==> config.mk <==
export PLATFORM = sky130hd
export DESIGN_NAME = mem_arbiter_rr
export DESIGN_NICKNAME = d
export VERILOG_FILES = /design/src/rtl/mem_arbiter_rr.sv
export SDC_FILE = /design/constraint.sdc
export NUM_CORES = 1
export LEC_CHECK = 0
export ABC_AREA = 1
export BUFFER_PORTS_ARGS = -buffer_cell sky130_fd_sc_hd__buf_4
export CAP_MARGIN = 20
export CORE_AREA = 2 2 136 138
export CTS_BUF_LIST = sky130_fd_sc_hd__clkbuf_8
export DETAILED_ROUTE_END_ITERATION = 7
export DIE_AREA = 0 0 138 140
export GPL_ROUTABILITY_DRIVEN = 0
export PLACE_DENSITY = 0.51
export SYNTH_ARGS = -nofsm -noshare
export SYNTH_HDL_FRONTEND = slang
export SYNTH_SLANG_ARGS = --single-unit
==> constraint.sdc <==
create_clock -name clk -period 2 [get_ports clk]
set_clock_uncertainty 0.1 [all_clocks]
set_input_delay 0.4 -clock clk [delete_from_list [all_inputs] [get_ports clk]]
set_output_delay 0.4 -clock clk [all_outputs]
set_load 0.01 [all_outputs]
==> src/rtl/mem_arbiter_rr.sv <==
// mem_arbiter_rr: round-robin arbiter sharing one native memory port
// (valid/ready, addr, wdata, wstrb, rdata) between NUM_REQ bus masters.
// A grant is held until the memory completes the transaction, then the
// search for the next winner starts just after the port last served.
module mem_arbiter_rr #(
    parameter int NUM_REQ    = 3,
    parameter int ADDR_WIDTH = 32,
    parameter int DATA_WIDTH = 32
) (
    input  logic                              clk,
    input  logic                              resetn,
    input  logic [NUM_REQ-1:0]                req_valid,
    input  logic [NUM_REQ*ADDR_WIDTH-1:0]     req_addr,
    input  logic [NUM_REQ*DATA_WIDTH-1:0]     req_wdata,
    input  logic [NUM_REQ*(DATA_WIDTH/8)-1:0] req_wstrb,
    output logic [NUM_REQ-1:0]                req_ready,
    output logic [DATA_WIDTH-1:0]             req_rdata,
    output logic                              mem_valid,
    output logic [ADDR_WIDTH-1:0]             mem_addr,
    output logic [DATA_WIDTH-1:0]             mem_wdata,
    output logic [DATA_WIDTH/8-1:0]           mem_wstrb,
    input  logic                              mem_ready,
    input  logic [DATA_WIDTH-1:0]             mem_rdata,
    output logic [NUM_REQ-1:0]                grant,
    output logic                              busy
);

    localparam int          SW = DATA_WIDTH / 8;
    localparam int          IW = (NUM_REQ > 1) ? $clog2(NUM_REQ) : 1;
    localparam int unsigned NR = NUM_REQ;

    typedef enum logic {
        IDLE,
        BUSY
    } state_t;

    state_t              state;
    logic [IW-1:0]       last;
    logic [IW-1:0]       gidx;
    logic [IW-1:0]       win;
    logic [IW-1:0]       cand;
    logic                found;
    logic [NUM_REQ-1:0]  win_onehot;

    // Pick the first valid port scanning upward from last+1 with wrap
    always_comb begin
        found = 1'b0;
        win   = '0;
        cand  = '0;
        for (int unsigned k = 1; k <= NR; k++) begin
            cand = IW'((32'(last) + k) % NR);
            if (!found && req_valid[cand]) begin
                found = 1'b1;
                win   = cand;
            end
        end
    end

    // One-hot form of the winner, loaded into grant on arbitration
    always_comb begin
        win_onehot      = '0;
        win_onehot[win] = found;
    end

    // Arbitration FSM; grant, busy and last are all registered here
    always_ff @(posedge clk) begin
        if (!resetn) begin
            state <= IDLE;
            grant <= '0;
            busy  <= 1'b0;
            gidx  <= '0;
            last  <= IW'(NUM_REQ - 1);
        end else begin
            case (state)
                IDLE: begin
                    if (found) begin
                        state <= BUSY;
                        grant <= win_onehot;
                        gidx  <= win;
                        busy  <= 1'b1;
                    end
                end
                BUSY: begin
                    if (mem_ready) begin
                        state <= IDLE;
                        grant <= '0;
                        busy  <= 1'b0;
                        last  <= gidx;
                    end
                end
                default: begin
                    state <= IDLE;
                    grant <= '0;
                    busy  <= 1'b0;
                end
            endcase
        end
    end

    // Grant is zero when idle, so the AND-OR mux drives zeros on the
    // memory side (no spurious write strobes) without a separate idle path
    always_comb begin
        mem_addr  = '0;
        mem_wdata = '0;
        mem_wstrb = '0;
        for (int unsigned i = 0; i < NR; i++) begin
            mem_addr  = mem_addr  | (req_addr[i*ADDR_WIDTH +: ADDR_WIDTH] & {ADDR_WIDTH{grant[i]}});
            mem_wdata = mem_wdata | (req_wdata[i*DATA_WIDTH +: DATA_WIDTH] & {DATA_WIDTH{grant[i]}});
            mem_wstrb = mem_wstrb | (req_wstrb[i*SW +: SW] & {SW{grant[i]}});
        end
    end

    assign mem_valid = busy;
    assign req_ready = grant & {NUM_REQ{mem_ready}};
    assign req_rdata = mem_rdata;

endmodule

After elaboration in Yosys (flattened, before gate mapping) --
Cells that the tools add are included.
Word-level totals: word-level logic and storage cells 67, bits in registers 9, output and inout port bits 108, input port bits 242
Cells by class: muxes and demuxes 23, $lt $le $gt $ge 5, bitwise gates (word level) 18, eq/ne operators 2, reduce and logical (&&, ||, !) cells 8, div/mod/pow operators 3, add/subtract/negate cells 3
Operators by type and width (number):
- $and 32x32->32 | 6
- $or 32x32->32 | 4
- $mod 32x2->32 const B | 3
- $and 4x4->4 | 3
- $lt 2x3->1 const B | 4
- $mux 1 | 11
- $or 4x4->4 | 2
- $add 2x2->3 const B | 2
- $and 3x3->3 | 2
- $bmux 1 s2 | 3
- $mux 2 | 3
- $mux 3 | 2
- $pmux 3 s2 | 1
- $reduce_and 2->1 | 3
- $ne 2x2->1 const B | 2
- $pmux 1 s2 | 2
- $add 2x1->3 const B | 1
- $logic_and 1x1->1 | 3
- $demux 1 s2 | 1
- $ge 2x1->1 const B | 1
- $logic_not 1->1 | 2
- $not 1->1 | 1

Depth between registers and ports, before layout --
Gate-level depths: netlist of run 1.
word-level depth 18, gate-level depth with buffers 13, gate-level depth less buffers 13

Worst setup path before layout of run 1 --
No wires, ideal clock.
kind reg2reg, from register last[0], to register grant[0], slack 304 ps, data required time 1834 ps, clock period less this slack 1696 ps, path buffers 0, library setup time 66 ps, arrival 1530 ps, cell stages (with the launch flop) 12, cells stage by stage dfxtp_1 inv_1 ha_1 o21ai_0 nand2_2 nand2_2 inv_2 nand2_4 nand2_4 nor2_1 nand2_1 a21oi_2
Between the ends: word-level cells in the longest chain between the ends 18, elaborated cells on any way between the ends 32, those cells by class add/sub: 3; div: 3; order compare: 2; eq/ne: 1; mux: 16; bitwise: 1; reduce/logical: 6
RTL lines:
- start: declaration | RTL line 38 | logic [IW-1:0] last;
- start signal: assignment | RTL line 72 | last <= IW'(NUM_REQ - 1);
- start signal: assignment | RTL line 88 | last <= gidx;
- $add 2x1->3 | RTL line 51 | cand = IW'((32'(last) + k) % NR);
- $mod 32x2->32 | RTL line 51
- $bmux 1 s2 | RTL line 52 | if (!found && req_valid[cand]) begin
- $mux 1 (not written as such) | RTL line 52
- $mux 1 | RTL line 52
- $logic_not 1->1 | RTL line 52
- $logic_and 1x1->1 | RTL line 52
- $mux 1 | RTL line 52
- (+2 left out)
- $mux 2 | RTL line 52
- $lt 2x3->1 (not written as such) or $ge 2x1->1 (tied branches) | RTL line 62 | win_onehot[win] = found;
- $logic_and 1x1->1 (not written as such) | RTL line 62
- $mux 1 (not written as such) | RTL line 62
- $demux 1 s2 | RTL line 62
- $and 3x3->3 (no source line)
- $mux 3 | RTL line 76 | if (found) begin
- $pmux 3 s2 | RTL line 74 | case (state)
- end signal: assignment | RTL line 78 | grant <= win_onehot;
- end: declaration | RTL line 24 | output logic [NUM_REQ-1:0] grant,
Parallel ways exist; a longest one is shown, timed or not. The select of a mux whose other input is x is not followed. A chain may end at the register's enable or synchronous reset.

Worst setup path after layout of run 1 --
Ends and elaborated chain as after synthesis.

==> impl_metrics.ini, run 1 <==
[floorplan]
die_width_um = 138
pin_count = 350
dieArea_um2 = 19300
initial_utilization = 0.114
rows = 49
fp.coreArea_um2 = 17800
die_h_um = 140

[power_and_ir_drop]
sequentialPowerShare = 0.109
p_per_area_nw_per_um2 = 481
switchingPower_mw = 0.867
switching_share = 0.424
vdd_drop_max_mv = 0.265
combPwrFrac = 0.794
totalPowerFinal_mw = 2.04
power_frac_clock = 0.097
p_leak_nw = 2.33
p_int_mw = 1.18

[routing]
wl_mm = 11.0
vias_per_cell = 3.91
ant_nets = 0
vias = 3460
dr.pass1.iters = 4
drcViolationCount = 0
drtIter0Drc = 98
wire_per_inst_um = 12.5

[clocking]
numClockSinks = 9
path_clk_slew_ps = 40
cts_tree = done
clockRootBuffer = clkbuf_8
cts_setup_buffers = 0
insertion_delay_ps = 220
ctsHoldBuffers = 0
clockBufferDepth = 2
cts_buffers = 3
cts_max_level = 1

[hold_path]
hold_class = primary input to register

[global_route]
grt_start_max_net_pins = 58
antenna_found_initial = 0
grt_pass1_wl_mm = 17.5
grt_usage = 0.108
grt_pass1_vias = 3480
grt_overflow = 0

[synth]
ys_types = 21
synthCells = 418
synth_simple_gate_area_frac = 0.657
seq_area_frac_synth = 0.0885
ys_ff_latch = 9
avgSynthCellArea_um2 = 4.87
synthAdderAreaFrac = 0.0184
syn_nets = 663
synthMuxAreaShare = 0
syn_area_um2 = 2040
yosysWarnings = 0
synth_top_family_by_area = simple AND/OR/NAND/NOR gates
synth_compound_area_frac = 0.0356
synthXorXnorAreaFrac = 0

[setup_path]
cp.arrival_ps = 1870
startpoint = last[0]
cp.required_ps = 2050
endpoint_kind = register
reg2reg_from = last[0]
slowest_delay_ps = 400
slowest_stage = ha_1
cp_max_fo = 8
cp-endpoint = grant[0]
cp_common_cell = nand2_2
crit_family = simple AND/OR/NAND/NOR gates
worstSetupPathDepth = 13
worstSetupPathType = register to register
r2r-end = grant[0]
start_kind = register
critPathBufInv = 3
reg2reg_slack_ps = 190
rr_worst_depth = 13
crit_path_cell_trace = inv_1 > ha_1 > inv_2 > nand2_2 > nand3_2 > nand2_2 > nand2_2 > inv_2 > nand2_4 > nand2_4 > nor2_1 > nand2_1 > a21oi_2

[timing]
final_max_slew_viol_count = 0
finalSetupViolCount = 0
hold_viol_final = 0
min_period_ps = 1810
hold_ws_ps = 311
fin_crit_sh = 0.906
tns_ps = 0
worst_pin_slew_ps = 383
maxSlewHeadroom = 0.745
rsz0062_at_grt = false
maxClockFrequency_mhz = 552

[final_layout]
register_area_um2 = 184
fillers = 2064
multiInputGateArea_um2 = 1450
area_delta_synth_final_pct = 109
nets = 902
drive_gt1_frac = 0.474
antennaDiodeCount = 0
final_util = 0.239

[placed_design]
portBuffers = 285
dp_hpwl_mm = 9.18

[outcome]
status = completed

[job]
cap_violations = 0
flip-flops by register name, summed over array words and instances, names as in the netlist:
name and cells:
busy 1, gidx 2, grant 3, last 2
state 1
synth_stat cells:
cell | count | share of area
nand2_1 | 223 | 0.41
nand3_1 | 74 | 0.18
buf_4 | 34 | 0.13
clkbuf_1 | 21 | 0.039
inv_1 | 13 | 0.024
dfxtp_1 | 9 | 0.089
nor2_1 | 9 | 0.017
a21oi_1 | 6 | 0.015
nand2_2 | 5 | 0.015
inv_2 | 4 | 0.0074
ha_1 | 3 | 0.018
o21ai_1 | 3 | 0.0074
buf_2 | 2 | 0.0049
nand2_4 | 2 | 0.011
nand3_2 | 2 | 0.0098
nand4_1 | 2 | 0.0061
nor3_1 | 2 | 0.0049
a21oi_2 | 1 | 0.0043
a31oi_1 | 1 | 0.0031
o211ai_1 | 1 | 0.0037
o21ai_0 | 1 | 0.0025
power by group through the flow:
stage / registers (mW) / logic (mW) / clock network (mW)
2_1_floorplan: 0.222 / 0.772 / 0
3_3_place_gp: 0.227 / 1.66 / 0
5_1_grt: 0.226 / 1.80 / 0.221
6_report: 0.224 / 1.62 / 0.198
3_5_place_dp: 0.227 / 1.66 / 0
4_1_cts: 0.224 / 1.66 / 0.206
metrics by stage:
step / cell area, um^2 / setup slack, ps / cells
3_3_place_gp: 4200 / 189 / 881
2_1_floorplan: 2040 / 304 / 418
6_report: 4250 / 187 / 885
3_5_place_dp: 4200 / 150 / 881
4_1_cts: 4250 / 138 / 885
5_1_grt: 4250 / 51.1 / 885
placed cells by master, fill, tap and decap left out, drive strengths merged:
master and n:
inv 18, nand3 76, ha 3, buf 291, nand2 230, dfxtp 9
nor2 9, nor3 2, a21oi 7, a31oi 1, clkbuf 3, o21ai 4
nand4 2, o211ai 1
how the worst min path moves through the flow:
stage / from / endpoint / depth (start not counted)
final: resetn / last[1] / 2
after global routing: resetn / last[1] / 2
after global placement: gidx[1] / gidx[1] / 2
after floorplan: gidx[1] / gidx[1] / 2
after detailed placement: gidx[1] / gidx[1] / 2
after CTS: resetn / last[1] / 2
worst register-to-register path, delay by kind of cell (launching register included):
family | cells | cell delay (ps)
fa+ha+maj | 1 | 400
flops | 1 | 350
buf+inv | 3 | 230
simple gates | 8 | 550
compound gates | 1 | 120
final cells by class:
cell class,instances,area share
Sequential cell,9,0.0433
Timing Repair Buffer,291,0.523
Clock buffer,3,0.00972
Tap cell,229,0.0674
Multi-Input combinational cell,335,0.341
Clock inverter,1,0.000883
Inverter,17,0.0150
cell families after synthesis:
| family | Yosys count |
|---|---|
| AOI/OAI and AO/OA | 13 |
| adders and majority gates | 3 |
| and+or+nand+nor | 319 |
| DFF | 9 |
| buffers and inverters | 74 |
timing repair:
item / CTS / global route
setup endpoints to repair: 0 / 1
resized for setup: 0 / 1
endpoints found under the hold margin: 0 / 0
routing by layer:
metal  part of all wire  wire length (um)  global-route usage  vias up
met5                  0                 0                   0        -
met4              0.022               248              0.0279        0
met3              0.073               800              0.0195       32
met2               0.51              5620               0.201      160
met1               0.40              4360               0.126     1510
li1                   -                 -                   -     1758
Note: power is estimated with default switching activity, not from simulation.
==> run 2: changes to the inputs <==
Settings changed: BUFFER_PORTS_ARGS -buffer_cell sky130_fd_sc_hd__buf_4 to not set, CORE_AREA 2 2 136 138 to 2 2 134 136, DIE_AREA 0 0 138 140 to 0 0 136 138, DONT_BUFFER_PORTS set to 1, PLACE_DENSITY 0.51 to 0.34.
==> run 2 against run 1 <==
Hold slack worse by 140 ps. Register-to-register slack better by 60 ps. Power shrank 36%. Flip-flop and latch count did not move. Routed wire length down 23%. Sequential share of layout area rose by 4.4 points. Critical endpoint is now mem_wdata[22].
==> impl_metrics.ini, run 2 (synthesis gave the netlist of run 1 again) <==
[power_and_ir_drop]
vdd_drop_max_mv = 0.223
p_per_area_nw_per_um2 = 627
p_leak_nw = 0.916

[final_layout]
antennaDiodeCount = 0
drive_gt1_frac = 0.0678
instances_no_fill = 598
fillers = 2084
reg_top3 = grant (3), gidx (2), last (2)
area_delta_synth_final_pct = 3.01
final_cell_mix = 223 x nand2_1, 74 x nand3_1, 14 x inv_1, 9 x nor2_1
largest_register_ffs = 3
max_flop_register = grant
final_common_cell = nand2_1
nets = 615

[timing]
fin_crit_sh = 0.890
finalSetupViolCount = 0
hold_viol_final = 0
worst_pin_slew_ps = 387
min_period_ps = 1780
final_max_slew_viol_count = 0
maxClockFrequency_mhz = 562
tns_ps = 0
rsz0062_at_grt = false
maxSlewHeadroom = 0.742

[setup_path]
critPathBufInv = 1
worstSetupPathType = register to output port
slowest_delay_ps = 340
crit_path_cell_trace = buf_4 > nand2_1 > nand3_1
cp.required_ps = 1500
start_kind = register
crit_family = flip-flops
reg2reg_slack_ps = 250
cp.arrival_ps = 1280
cp_max_fo = 36
endpoint_kind = output port
slowest_stage = dfxtp_2

[global_route]
grt_pass1_wl_mm = 11.6
grt_overflow = 0
grt_start_max_net_pins = 72
antenna_found_initial = 0
grt_pass1_vias = 2104
grt_usage = 0.0783

[floorplan]
die_width_um = 136
rows = 49
pin_count = 350
initial_utilization = 0.116
dieArea_um2 = 18800
fp.coreArea_um2 = 17500
die_h_um = 138

[outcome]
status = completed

[clocking]
cts_buffers = 3
path_clk_slew_ps = 50
clockBufferDepth = 2
clockRootBuffer = clkbuf_8
numClockSinks = 9
cts_max_level = 1
insertion_delay_ps = 230
cts_tree = done
cts_setup_buffers = 0

[placed_design]
dp_hpwl_mm = 7.01
portBuffers = 0
dpl.cell_count = 594

[job]
cap_violations = 0

[hold_path]
hold_class = primary input to register

[routing]
vias = 2467
dr.pass1.iters = 4
wire_per_inst_um = 14.3
wl_mm = 8.52
drcViolationCount = 0
vias_per_cell = 4.13
ant_nets = 0
drtIter0Drc = 195
run 2: cell types whose count changed in the layout (fill, tap and decap cells not counted), sizes merged:
cell	before	now
buf	291	4
run 2: power breakdown:
part | internal, mW | switching (mW) | leakage (nW)
Combinational | 0.238 | 0.641 | 0.813
Clock | 0.134 | 0.0762 | 0.0269
Sequential | 0.204 | 0.0211 | 0.0754
Total | 0.577 | 0.738 | 0.916
run 2: cell type report:
| cell class | instances | area (um^2) | share of cell area |
|---|---|---|---|
| clock buffer | 3 | 41.3 | 0.0197 |
| clock inverter | 1 | 3.75 | 0.00179 |
| inverter | 17 | 63.8 | 0.0304 |
| multi-input combinational | 335 | 1450 | 0.692 |
| sequential | 9 | 184 | 0.0877 |
| tap | 229 | 287 | 0.137 |
| timing repair buffer | 4 | 67.6 | 0.0322 |
run 2: final timing paths:
check | start | end | depth (start not counted)
max reg2reg | last[0] | grant[1] | 12
max | grant[0] | mem_wdata[22] | 3
min | resetn | last[1] | 1
min reg2reg | gidx[1] | gidx[1] | 2
run 2: through the flow:
stage	total power [mW]	worst slack, ps	hold WS [ps]	utilization	cell area (um^2)
floorplan	0.994	304	344	-	2040
global placement	1.12	169	378	0.117	2050
detailed placement	1.12	157	377	0.117	2050
CTS	1.33	137	173	0.119	2090
global route	1.44	69.0	183	0.120	2100
finish	1.31	219	175	0.120	2100
run 2: worst register-to-register path, stage by stage, from the launching register on:
cell and delay [ps]:
dfxtp_1 350, inv_1 70, ha_2 400, inv_2 70, nand2_2 60, nand3_2 60
nand2_2 90, nand2_2 50, inv_2 60, nand2_4 50, nand2_4 80, nand3_1 70
a21oi_1 150
run 2: repair_timing:
item                                    4_1_cts  5_1_grt
gates resized for setup                       0        2
endpoints found under the setup margin        0        1
hold buffers                                  0        0
run 2: per-layer routing:
layer,vias up,global-route usage,wire [um],part of all wire
met5,-,0,0,0
met3,12,0.0227,999,0.12
li1,1184,-,-,-
met1,1083,0.0900,3070,0.36
met2,188,0.145,4380,0.51
met4,0,0.00987,78,0.0092
==> run 3: changes to the inputs <==
Settings changed: SETUP_SLACK_MARGIN set to 0.3.
==> run 3 against run 2 <==
Combinational power is 13% higher. Die area stayed put. Hold slack better by 1.3 ps. Cell count is 0.84% higher. Critical endpoint is now mem_wdata[2]. Non-clock buffer count is 5 higher. Via count is 4.5% higher. Sequential power is 6% higher. Sequential share of layout area is 0.35 points lower. Critical path type unchanged.
==> impl_metrics.ini, run 3 (synthesis gave the netlist of run 1 again) <==
[outcome]
status = completed

[power_and_ir_drop]
sequentialPowerShare = 0.165
vdd_drop_max_mv = 0.225
p_leak_nw = 0.981
power_frac_clock = 0.144
switchingPower_mw = 0.793
combPwrFrac = 0.691
totalPowerFinal_mw = 1.44
p_per_area_nw_per_um2 = 634
p_int_mw = 0.648
switching_share = 0.550

[setup_path]
r2r-end = grant[0]
endpoint_kind = output port
slowest_stage = bufbuf_16
start_kind = register
cp.required_ps = 1500
crit_path_cell_trace = bufbuf_16 > nand2_1 > nand3_1
worstSetupPathType = register to output port
rr_worst_depth = 10
cp.arrival_ps = 1180
cp_max_fo = 34
critPathBufInv = 1
reg2reg_slack_ps = 380
startpoint = grant[2]
slowest_delay_ps = 370
crit_family = buffers and inverters
reg2reg_from = last[0]

[routing]
drcViolationCount = 0
vias_per_cell = 4.28
ant_nets = 0
vias = 2578
dr.pass1.iters = 5
drtIter0Drc = 156
wl_mm = 10.0
wire_per_inst_um = 16.6

[timing]
maxClockFrequency_mhz = 594
final_max_slew_viol_count = 0
worst_pin_slew_ps = 253
min_period_ps = 1680
maxSlewHeadroom = 0.831
hold_viol_final = 0
tns_ps = 0
fin_crit_sh = 0.841
finalSetupViolCount = 0
rsz0062_at_grt = true
worst_slack_ps = 317

[clocking]
insertion_delay_ps = 230
clockBufferDepth = 2
path_clk_slew_ps = 50
cts_max_level = 1
cts_tree = done
clockRootBuffer = clkbuf_8
numClockSinks = 9
cts_buffers = 3
ctsHoldBuffers = 0

[final_layout]
drive_gt1_frac = 0.115
final_cell_mix = 222 x nand2_1, 71 x nand3_1, 11 x inv_1, 7 x nor2_1
instances_no_fill = 603
final_area_um2 = 2270
largest_register_ffs = 3
max_flop_register = grant
antennaDiodeCount = 0
nets = 620
area_delta_synth_final_pct = 11.7
final_common_cell = nand2_1
reg_top3 = grant (3), gidx (2), last (2)

[placed_design]
place_area_um2 = 2050
dp_hpwl_mm = 7.01
dpl.cell_count = 594
portBuffers = 0
post-place-ws_ps = 157

[floorplan]
fp.coreArea_um2 = 17500
rows = 49
die_h_um = 138
dieArea_um2 = 18800
initial_utilization = 0.116
pin_count = 350
die_width_um = 136

[job]
cap_violations = 0

[global_route]
antenna_found_initial = 0
grt_pass1_wl_mm = 12.8
grt_overflow = 0
grt_pass1_vias = 2211
grt_start_max_net_pins = 38
grt_usage = 0.0891

[hold_path]
worstHoldStart = resetn
min_path_cells = 1
hold_class = primary input to register
hold_path_end = last[1]
==> run 3: changes by cell type in the layout (fill, tap and decap cells not counted), sizes merged <==
cell,delta
buf,+3
bufbuf,+1
clkbuf,+1
==> run 3: how the worst max path moves through the flow <==
stage	end	slack [ps]	cells after the start
finish	mem_wdata[2]	320	3
global route	mem_addr[8]	240	3
CTS	mem_wdata[6]	300	3
detailed placement	grant[0]	160	11
global placement	grant[0]	170	11
floorplan	grant[0]	300	11
==> run 3: worst reg2reg max path: stages, from the launching register on <==
cell and delay (ps):
dfxtp_4 360, inv_2 50, ha_4 250, buf_4 140, nand2_1 60, nand3_1 70
a31oi_1 190, nand2_2 100, nor2_2 80, nand2_1 60, a21oi_2 100
==> run 3: timing repair <==
item	CTS	global route
endpoints found under the setup margin	24	59
gates cloned	2	1
resized for setup	4	21
pin swaps	0	5
buffers inserted	0	2
==> run 3: routing by layer <==
layer  GRT usage  routed length (um)
met5           0                   0
met4      0.0115                 105
met3      0.0260                1130
met2       0.167                5160
met1       0.101                3600
==> run 3: stage by stage <==
stage,utilization,hold WS (ps)
floorplan,-,344
global placement,0.117,378
detailed placement,0.117,377
CTS,0.124,173
global route,0.130,183
finish,0.130,176
==> run 3: power by group through the flow <==
stage	clock, mW	combinational, mW	sequential (mW)
global placement	0	0.894	0.229
detailed placement	0	0.887	0.229
CTS	0.216	0.954	0.230
global route	0.224	1.10	0.243
floorplan	0	0.772	0.222
finish	0.207	0.995	0.238
==> run 3: cell type report <==
type,instances,area [um^2]
Sequential cell,9,191
Fill cell,2067,15300
Multi-Input combinational cell,335,1500
Clock inverter,1,3.75
Inverter,17,66.3
Clock buffer,3,41.3
Tap cell,229,287
Timing Repair Buffer,9,180
